--- src/rtl/alu_pkg.sv ---
// Shared definitions for the ARM-style data-processing ALU.
//   alu_op_e  : 4-bit ARM data-processing opcode encoding
//   is_arith(): true for opcodes that route through the shared adder
package alu_pkg;

    typedef enum logic [3:0] {
        OP_AND = 4'h0,
        OP_EOR = 4'h1,
        OP_SUB = 4'h2,
        OP_RSB = 4'h3,
        OP_ADD = 4'h4,
        OP_ADC = 4'h5,
        OP_SBC = 4'h6,
        OP_RSC = 4'h7,
        OP_TST = 4'h8,
        OP_TEQ = 4'h9,
        OP_CMP = 4'hA,
        OP_CMN = 4'hB,
        OP_ORR = 4'hC,
        OP_MOV = 4'hD,
        OP_BIC = 4'hE,
        OP_MVN = 4'hF
    } alu_op_e;

    function automatic logic is_arith(alu_op_e op);
        return op inside {OP_SUB, OP_RSB, OP_ADD, OP_ADC, OP_SBC, OP_RSC, OP_CMP, OP_CMN};
    endfunction

endpackage

--- src/rtl/arm_alu_if.sv ---
// Operand/result bundle of the ALU.
//   A, B  : operands (bit 0 = MSB)      OP : opcode (bit 0 = MSB)
//   Ci    : carry-in (CPSR C)
//   Y     : registered result           N, Z, V, Co : registered flags
// master drives operands (issuing side), slave is the ALU.
interface arm_alu_if #(
    parameter int unsigned WIDTH = 32
);
    logic signed [0:WIDTH-1] A;
    logic signed [0:WIDTH-1] B;
    logic        [0:3]       OP;
    logic                    Ci;
    logic signed [0:WIDTH-1] Y;
    logic                    N;
    logic                    Z;
    logic                    V;
    logic                    Co;

    modport master (output A, B, OP, Ci, input  Y, N, Z, V, Co);
    modport slave  (input  A, B, OP, Ci, output Y, N, Z, V, Co);
endinterface

--- src/rtl/alu_adder32.sv ---
// Combinational adder shared by all arithmetic opcodes.
//   i_x, i_y : adder inputs (already inverted by the caller where needed)
//   i_cin    : carry-in
//   o_sum    : low WIDTH bits of the sum
//   o_cout   : bit WIDTH of the sum (NOT borrow for subtracts)
//   o_ovf    : signed overflow
module alu_adder32 #(
    parameter int unsigned WIDTH = 32
) (
    input  logic [WIDTH-1:0] i_x,
    input  logic [WIDTH-1:0] i_y,
    input  logic             i_cin,
    output logic [WIDTH-1:0] o_sum,
    output logic             o_cout,
    output logic             o_ovf
);
    logic [WIDTH:0] w_sum;

    assign w_sum  = {1'b0, i_x} + {1'b0, i_y} + {{WIDTH{1'b0}}, i_cin};
    assign o_sum  = w_sum[WIDTH-1:0];
    assign o_cout = w_sum[WIDTH];
    // Inputs agree in sign but the result does not.
    assign o_ovf  = (i_x[WIDTH-1] == i_y[WIDTH-1]) && (w_sum[WIDTH-1] != i_x[WIDTH-1]);
endmodule

--- src/rtl/arm_alu.sv ---
// ARM data-processing ALU with registered result and flags (one cycle latency).
//   clk   : rising-edge clock
//   rst_n : asynchronous active-low reset, clears Y and all flags
//   bus   : operand/result bundle (slave side)
module arm_alu
    import alu_pkg::*;
#(
    parameter int unsigned WIDTH = 32
) (
    input  logic       clk,
    input  logic       rst_n,
    arm_alu_if.slave   bus
);
    logic [WIDTH-1:0] w_a;
    logic [WIDTH-1:0] w_b;
    alu_op_e          w_op;
    logic             w_ci;

    logic [WIDTH-1:0] w_x;
    logic [WIDTH-1:0] w_y;
    logic             w_cin;
    logic [WIDTH-1:0] w_sum;
    logic             w_cout;
    logic             w_ovf;

    logic [WIDTH-1:0] w_res;
    logic             w_arith;
    logic             w_v;
    logic             w_co;

    logic [WIDTH-1:0] r_y;
    logic             r_n;
    logic             r_z;
    logic             r_v;
    logic             r_co;

    // Bit 0 of the bus vectors is the MSB, so a whole-vector copy keeps numeric value.
    assign w_a  = bus.A;
    assign w_b  = bus.B;
    assign w_op = alu_op_e'(bus.OP);
    assign w_ci = bus.Ci;

    // Every arithmetic opcode is x + y + cin with optional operand swap/inversion.
    always_comb begin
        w_x   = w_a;
        w_y   = w_b;
        w_cin = 1'b0;
        case (w_op)
            OP_SUB, OP_CMP: begin
                w_y   = ~w_b;
                w_cin = 1'b1;
            end
            OP_RSB: begin
                w_x   = w_b;
                w_y   = ~w_a;
                w_cin = 1'b1;
            end
            OP_ADC: w_cin = w_ci;
            OP_SBC: begin
                w_y   = ~w_b;
                w_cin = w_ci;
            end
            OP_RSC: begin
                w_x   = w_b;
                w_y   = ~w_a;
                w_cin = w_ci;
            end
            default: ;
        endcase
    end

    alu_adder32 #(
        .WIDTH (WIDTH)
    ) u_adder (
        .i_x    (w_x),
        .i_y    (w_y),
        .i_cin  (w_cin),
        .o_sum  (w_sum),
        .o_cout (w_cout),
        .o_ovf  (w_ovf)
    );

    always_comb begin
        w_res = w_sum;
        case (w_op)
            OP_AND, OP_TST: w_res = w_a & w_b;
            OP_EOR, OP_TEQ: w_res = w_a ^ w_b;
            OP_ORR:         w_res = w_a | w_b;
            OP_MOV:         w_res = w_b;
            OP_BIC:         w_res = w_a & ~w_b;
            OP_MVN:         w_res = ~w_b;
            default:        ;
        endcase
    end

    // Logical opcodes pass the incoming carry through and never overflow.
    assign w_arith = is_arith(w_op);
    assign w_v     = w_arith ? w_ovf  : 1'b0;
    assign w_co    = w_arith ? w_cout : w_ci;

    always_ff @(posedge clk or negedge rst_n) begin
        if (!rst_n) begin
            r_y  <= '0;
            r_n  <= 1'b0;
            r_z  <= 1'b0;
            r_v  <= 1'b0;
            r_co <= 1'b0;
        end else begin
            r_y  <= w_res;
            r_n  <= w_res[WIDTH-1];
            r_z  <= (w_res == '0);
            r_v  <= w_v;
            r_co <= w_co;
        end
    end

    assign bus.Y  = r_y;
    assign bus.N  = r_n;
    assign bus.Z  = r_z;
    assign bus.V  = r_v;
    assign bus.Co = r_co;
endmodule

--- src/flat_wrapper.sv ---
// flat-port wrapper written by rule: the top's interface ports become plain ports
module arm_alu_flat import alu_pkg::*;
#(
    parameter int unsigned WIDTH = 32
)
  (clk, rst_n, bus_A, bus_B, bus_OP, bus_Ci, bus_Y, bus_N, bus_Z, bus_V, bus_Co);
  arm_alu_if #(.WIDTH(WIDTH)) bus_i ();
  input  logic clk;
  input  logic rst_n;
  input wire logic [$bits(bus_i.A)-1:0] bus_A;
  input wire logic [$bits(bus_i.B)-1:0] bus_B;
  input wire logic [$bits(bus_i.OP)-1:0] bus_OP;
  input wire logic [$bits(bus_i.Ci)-1:0] bus_Ci;
  output wire logic [$bits(bus_i.Y)-1:0] bus_Y;
  output wire logic [$bits(bus_i.N)-1:0] bus_N;
  output wire logic [$bits(bus_i.Z)-1:0] bus_Z;
  output wire logic [$bits(bus_i.V)-1:0] bus_V;
  output wire logic [$bits(bus_i.Co)-1:0] bus_Co;
  assign bus_i.A = bus_A;
  assign bus_i.B = bus_B;
  assign bus_i.OP = bus_OP;
  assign bus_i.Ci = bus_Ci;
  assign bus_Y = bus_i.Y;
  assign bus_N = bus_i.N;
  assign bus_Z = bus_i.Z;
  assign bus_V = bus_i.V;
  assign bus_Co = bus_i.Co;
  arm_alu #(.WIDTH(WIDTH)) u_core (.clk(clk), .rst_n(rst_n), .bus(bus_i));
endmodule
--- config.mk ---
export PLATFORM = sky130hd
export DESIGN_NAME = arm_alu_flat
export DESIGN_NICKNAME = d
export VERILOG_FILES = /design/src/rtl/alu_pkg.sv /design/src/rtl/arm_alu_if.sv /design/src/rtl/alu_adder32.sv /design/src/rtl/arm_alu.sv /design/src/flat_wrapper.sv
export SDC_FILE = /design/constraint.sdc
export NUM_CORES = 1
export LEC_CHECK = 0
export BUFFER_PORTS_ARGS = -buffer_cell sky130_fd_sc_hd__buf_2
export CAP_MARGIN = 0
export CORE_MARGIN = 3
export CORE_UTILIZATION = 45
export DETAILED_ROUTE_END_ITERATION = 7
export PLACE_DENSITY = 0.67
export RECOVER_POWER = 50
export SETUP_SLACK_MARGIN = 0.05
export SLEW_MARGIN = 20
export SYNTH_ARGS = -nofsm -noshare
export SYNTH_HDL_FRONTEND = slang
export SYNTH_HIERARCHICAL = 1
export SYNTH_SLANG_ARGS = --single-unit
--- constraint.sdc ---
create_clock -name clk -period 0.9 [get_ports clk]
set_input_delay 0.045 -clock clk [delete_from_list [all_inputs] [get_ports clk]]
set_output_delay 0.045 -clock clk [all_outputs]
set_load 0.02 [all_outputs]
==> results of run 1 <==
## critical path: stages
cell,delay (ns)
buf_6,0.10
and2_4,0.16
nor3_4,0.25
inv_2,0.08
nand2_4,0.10
o21ai_2,0.07
fa_2,0.36
buf_4,0.15
buf_6,0.11
a211oi_2,0.23
nor2_2,0.10
a221oi_4,0.26
buf_6,0.16
o21bai_4,0.07
a21oi_2,0.19
o21ai_2,0.10
xor2_1,0.19
a22oi_1,0.24
o211ai_1,0.25
or3_1,0.42
nor4_1,0.38
and4_1,0.28
## placed cells by master (no fill, tap or decap), types with 13 or more instances in the layout
cell / count
a21o_1: 28
a21oi_1: 92
buf_2: 93
buf_4: 304
buf_6: 32
dfrtp_1: 35
ha_1: 63
inv_1: 73
nand2_1: 79
nand3_1: 35
nor2_1: 57
o21ai_0: 73
o21ai_2: 13
o32a_1: 18
o32ai_1: 14
xor2_1: 33
## where the power goes
group          internal [mW]  leakage (nW)  switching (mW)  total [mW]
logic                   4.53          4.65            4.73        9.26
clock network           1.02        0.0679           0.585        1.60
registers               1.93         0.421           0.103        2.03
## registers in the layout, indices dropped and copies added (netlist names)
signal and flops:
u_core/bus.Y 31, u_core/bus.Co 1, u_core/bus.N 1, u_core/bus.V 1
u_core/bus.Z 1
## per-stage QoR
step	power (mW)	worst slack, ns	util	setup TNS, ns	std cells
6_report	12.9	-3.17	0.780	-71.15	1426
5_1_grt	13.5	-3.27	0.780	-73.90	1426
4_1_cts	11.8	-2.77	0.741	-66.08	1407
3_5_place_dp	9.54	-3.42	0.687	-81.55	1376
3_3_place_gp	9.46	-3.29	0.687	-80.10	1376
2_1_floorplan	6.03	-3.26	-	-71.17	857
## area by class of cell
class                   count  area [um2]
flip-flops and latches     35         876
clock buffers               7         133
inverters                  77         289
multi-input cells         691        5030
clock inverters             1        5.00
well taps                 172         215
fillers                   861        2820
repair buffers            443        3410
## cell families (layout without fill, tap and decap cells)
kind of cell    Yosys count  in the layout  synth area share
compound gates          325            325             0.352
simple gates            239            239             0.181
buf+inv                 131            528            0.0879
fa+ha+maj                65             65             0.139
xor+xnor                 53             53            0.0779
flops                    35             35             0.147
mux                       9              9            0.0151
## layer usage
| layer | track usage | vias up | wire length (um) |
|---|---|---|---|
| met5 | 0 | - | 0 |
| met4 | 0.128 | 0 | 1130 |
| met3 | 0.0359 | 95 | 2710 |
| met2 | 0.520 | 548 | 12400 |
| met1 | 0.427 | 3948 | 10800 |
| li1 | - | 3915 | - |
## worst max-delay path by stage
stage | from | end | cells past startpoint
6_report | bus_OP[3] | u_core/bus.Z | 22
5_1_grt | bus_OP[3] | u_core/bus.Z | 22
4_1_cts | bus_OP[3] | u_core/bus.Z | 19
3_5_place_dp | bus_OP[3] | u_core/bus.Z | 19
3_3_place_gp | bus_OP[3] | u_core/bus.Z | 20
2_1_floorplan | bus_OP[0] | u_core/bus.Z | 21
## timing repair
action / in CTS / in global routing
endpoints found under the hold margin: 35 / 0
setup endpoints to repair: 37 / 44
pin swaps: 33 / 62
hold buffers: 1 / 0
gates resized for setup: 79 / 74
buffers inserted: 25 / 27
cloned: 2 / 3
==> flow_summary.yaml, run 1 <==
hold_path:
  hold_depth: 3
  min_to: "u_core/bus.Co"
  worstHoldPathType: "input port to flip-flop"
  min_from: "bus_Ci"
yosys:
  avgSynthCellArea_um2: 6.96
  ys.flop_type: "dfrtp_1"
  syn-num-nets: 993
  yosys.area.top_type: "dfrtp_1"
  synthMostInstantiatedCell: "a21oi_1"
  postSynthCellCount: 857
  synth_edf_count: 0
  syn_area_um2: 5960
  synthTopCellsByCount: "a21oi_1 (104), o21ai_0 (95), nand2_1 (83)"
  synth.top_cell.area_share: 0.147
  synth-async-reset-ratio: 1.00
  seq_area_frac_synth: 0.147
  synth.distinct_cells: 62
  yosys_warnings: 6
  ys_seq_elements: 35
  synth_top_cells_by_area: "dfrtp_1 (15%), ha_1 (13%), a21oi_1 (8.7%)"
power:
  peakVddDrop_mv: 0.787
  power_density_nw_per_um2: 1290
  leakagePower_nw: 5.14
clock_network:
  cts.sinks: 35
  clk_pin_slew_worst_paths_ns: 0.05
  cts_tree: "built"
  cts_root_buf: "clkbuf_16"
  cts_buffers: 5
  htreeDepth: 2
  clock_path_buffers: 2
global_routing:
  grt_max_degree: 36
  first_global_vias: 7558
  grt_pass1_wl_um: 37300
  grtUsageTotal: 0.318
  antenna_found_initial: 0
  grt.overflow.total: 0
floorplan:
  die-area_um2: 14700
  die_h_um: 121
  coreArea_um2: 12800
  start_util: 0.467
  rows: 41
  die_w_um: 121
  ios: 107
timing:
  whs_ns: 0.0412
  hold_viol: 0
  max_freq_mhz: 245
  setup_violations: 35
  fin_ws_ns: -3.17
  relSlewSlack: 0.680
  slew_violations: 0
  grt_setup_unrepaired: "true"
  period_share: 4.53
  period_needed_ns: 4.07
  worst_pin_slew_ns: 0.475
run_status:
  failed_checks: "setup timing"
  status: "complete, but fails checks"
layout:
  antenna_cells: 0
  syn2layout_area_growth_pct: 67.0
  layout.nets: 1389
  design_area_um2: 9960
  drive_gt1_frac: 0.431
placement:
  dp_hpwl_um: 17700
  gp_congestion: 0.974
  port_buffers: 106
  place_area_um2: 8770
route:
  drt-vias-per-instance: 5.96
  drc: 0
  drtIter0Drc: 1072
  wl_um: 27000
  antenna_left: 0
  vias: 8506
  dr.pass1.iters: 6
  wl_per_cell_um: 18.9
critical_path:
  start_kind: "input port"
  cp-end-kind: "flip-flop"
  critical_path_peak_fanout: 4
  cp.arrival_ns: 4.29
  cp.required_ns: 1.11
  worstSetupPathType: "input port to flip-flop"
job:
  maxCapViolCount: 0
Note: power is estimated with default switching activity, not from simulation.
==> run 2: changes to the inputs <==
--- a/config.mk
+++ b/config.mk
@@ -13,6 +13,7 @@
 export PLACE_DENSITY = 0.67
 export RECOVER_POWER = 50
 export SETUP_SLACK_MARGIN = 0.05
+export SKIP_CTS_REPAIR_TIMING = 1
 export SLEW_MARGIN = 20
 export SYNTH_ARGS = -nofsm -noshare
 export SYNTH_HDL_FRONTEND = slang
==> run 2 against run 1 <==
  * The run still ends with setup timing left
  * Combinational power down 6.8%
  * Wire length down 11%
  * First-iteration DRC count down 23%
  * Via count down 5.1%
  * Worst setup slack better by 0.19 ns
  * Die area unchanged
  * Flip-flop and latch count unchanged
  * Cell count down 1.5%
  * Sequential power about the same
  * Critical path depth down 1
  * Worst hold slack better by 0.039 ns
  * Utilization down 3.5 points
  * Largest power group unchanged
==> flow_summary.yaml, run 2 (synthesized netlist as in run 1, its figures left out) <==
critical_path:
  cp-end-kind: "flip-flop"
  start_kind: "input port"
  crit_chain: "buf_6 > and2_4 > nor3_4 > inv_2 > nand2_4 > buf_12 > buf_6 > clkbuf_16 > o21ai_0 > ha_1 > a21o_1 > a221oi_2 > nor3_2 > o21ai_2 > nand2_2 > nor4_4 > a211oi_2 > a221o_1 > or4_4 > nor4b_4 > and4_1"
  cp.arrival_ns: 4.09
  critical_path_peak_fanout: 10
  worstSetupPathType: "input port to flip-flop"
  crit_slowest_cell: "or4_4"
  cp.required_ns: 1.11
  cp.buffers_inverters: 5
  cp_slowest_stage_delay_ns: 0.50
  cp_top_family: "simple AND/OR/NAND/NOR gates"
  critical_path.most_common_cell: "buf_6"
layout:
  syn2layout_area_growth_pct: 59.6
  largest_register_ffs: 31
  final_common_cell: "buf_4"
  mostFrequentLayoutCells: "buf_4 (298), a21oi_1 (96), buf_2 (95)"
  layout.nets: 1367
  drive_gt1_frac: 0.404
  design_area_um2: 9510
hold_path:
  worstHoldPathType: "input port to flip-flop"
placement:
  place_ws_ns: -3.42
  gp_congestion: 0.974
  dp_hpwl_um: 17700
  place_area_um2: 8770
  port_buffers: 106
timing:
  grt_setup_unrepaired: "true"
  finalSetupTns_ns: -70.83
  hold_viol: 0
  period_needed_ns: 3.88
  fin_ws_ns: -2.98
  slew_violations: 0
  worst_pin_slew_ns: 0.543
  setup_violations: 35
  relSlewSlack: 0.636
  max_freq_mhz: 258
  period_share: 4.31
route:
  vias: 8073
  wl_um: 23900
  antenna_left: 0
  wl_met2_um: 10900
  dr.pass1.iters: 5
  drt-vias-per-instance: 5.75
  wl_met3_um: 2210
  drc: 0
  met1_length_um: 10100
  highest-signal-layer: "met4"
  wl_per_cell_um: 17.0
  drtIter0Drc: 827
global_routing:
  grt_pass1_wl_um: 34900
  grtUsageTotal: 0.295
  grt.overflow.total: 0
  grt_max_degree: 38
  antenna_found_initial: 1
  first_global_vias: 7124
run_status:
  status: "complete, but fails checks"
  failed_checks: "setup timing"
floorplan:
  die_w_um: 121
  die_h_um: 121
  die-area_um2: 14700
  start_util: 0.467
  ios: 107
  rows: 41
  coreArea_um2: 12800
power:
  peakVddDrop_mv: 0.736
  power_density_nw_per_um2: 1290
  leakagePower_nw: 4.93
clock_network:
  cts_root_buf: "clkbuf_16"
  clock_path_buffers: 2
  cts.sinks: 35
  cts_tree: "built"
  clk_pin_slew_worst_paths_ns: 0.05
  cts_buffers: 5
  htreeDepth: 2
job:
  maxCapViolCount: 0
run 2: cell types whose count changed in the layout (fill, tap and decap cells not counted), sizes merged:
cell    before  now
buf        436  418
bufbuf       2    0
clkbuf      11    9
diode        0    1
run 2: path summary, 6_finish.rpt:
kind / from / end / depth (start not counted)
min in group asynchronous: rst_n / u_core/bus.Y[23] / 3
max in group asynchronous: rst_n / u_core/bus.Y[10] / 3
hold / removal: bus_Ci / u_core/bus.Co / 3
setup / recovery: bus_OP[3] / u_core/bus.Z / 21
run 2: routing by layer:
metal  up-vias  GRT usage
met1      3723      0.408
met2       419      0.480
met5         -          0
met3        72     0.0308
li1       3859          -
met4         0     0.0956
run 2: metrics by stage:
stage          total power [mW]   util  cells  hold slack [ns]
3_5_place_dp               9.54  0.687   1376           0.0866
5_1_grt                    12.9  0.745   1405            0.109
4_1_cts                    11.2  0.697   1384           -0.200
2_1_floorplan              6.03      -    857           -0.251
6_report                   12.2  0.745   1405           0.0801
3_3_place_gp               9.46  0.687   1376           0.0777
run 2: power breakdown:
group,switching (mW),internal [mW]
sequential,0.0995,1.93
clock,0.562,1.02
combinational,4.42,4.21
run 2: final cells by class:
cell class / instances / area (um2)
diodes: 1 / 2.50
clock buffers: 7 / 133
clock inverters: 1 / 5.00
fillers: 982 / 3260
inverters: 77 / 289
multi-input cells: 691 / 4900
flip-flops and latches: 35 / 876
well taps: 172 / 215
repair buffers: 421 / 3090
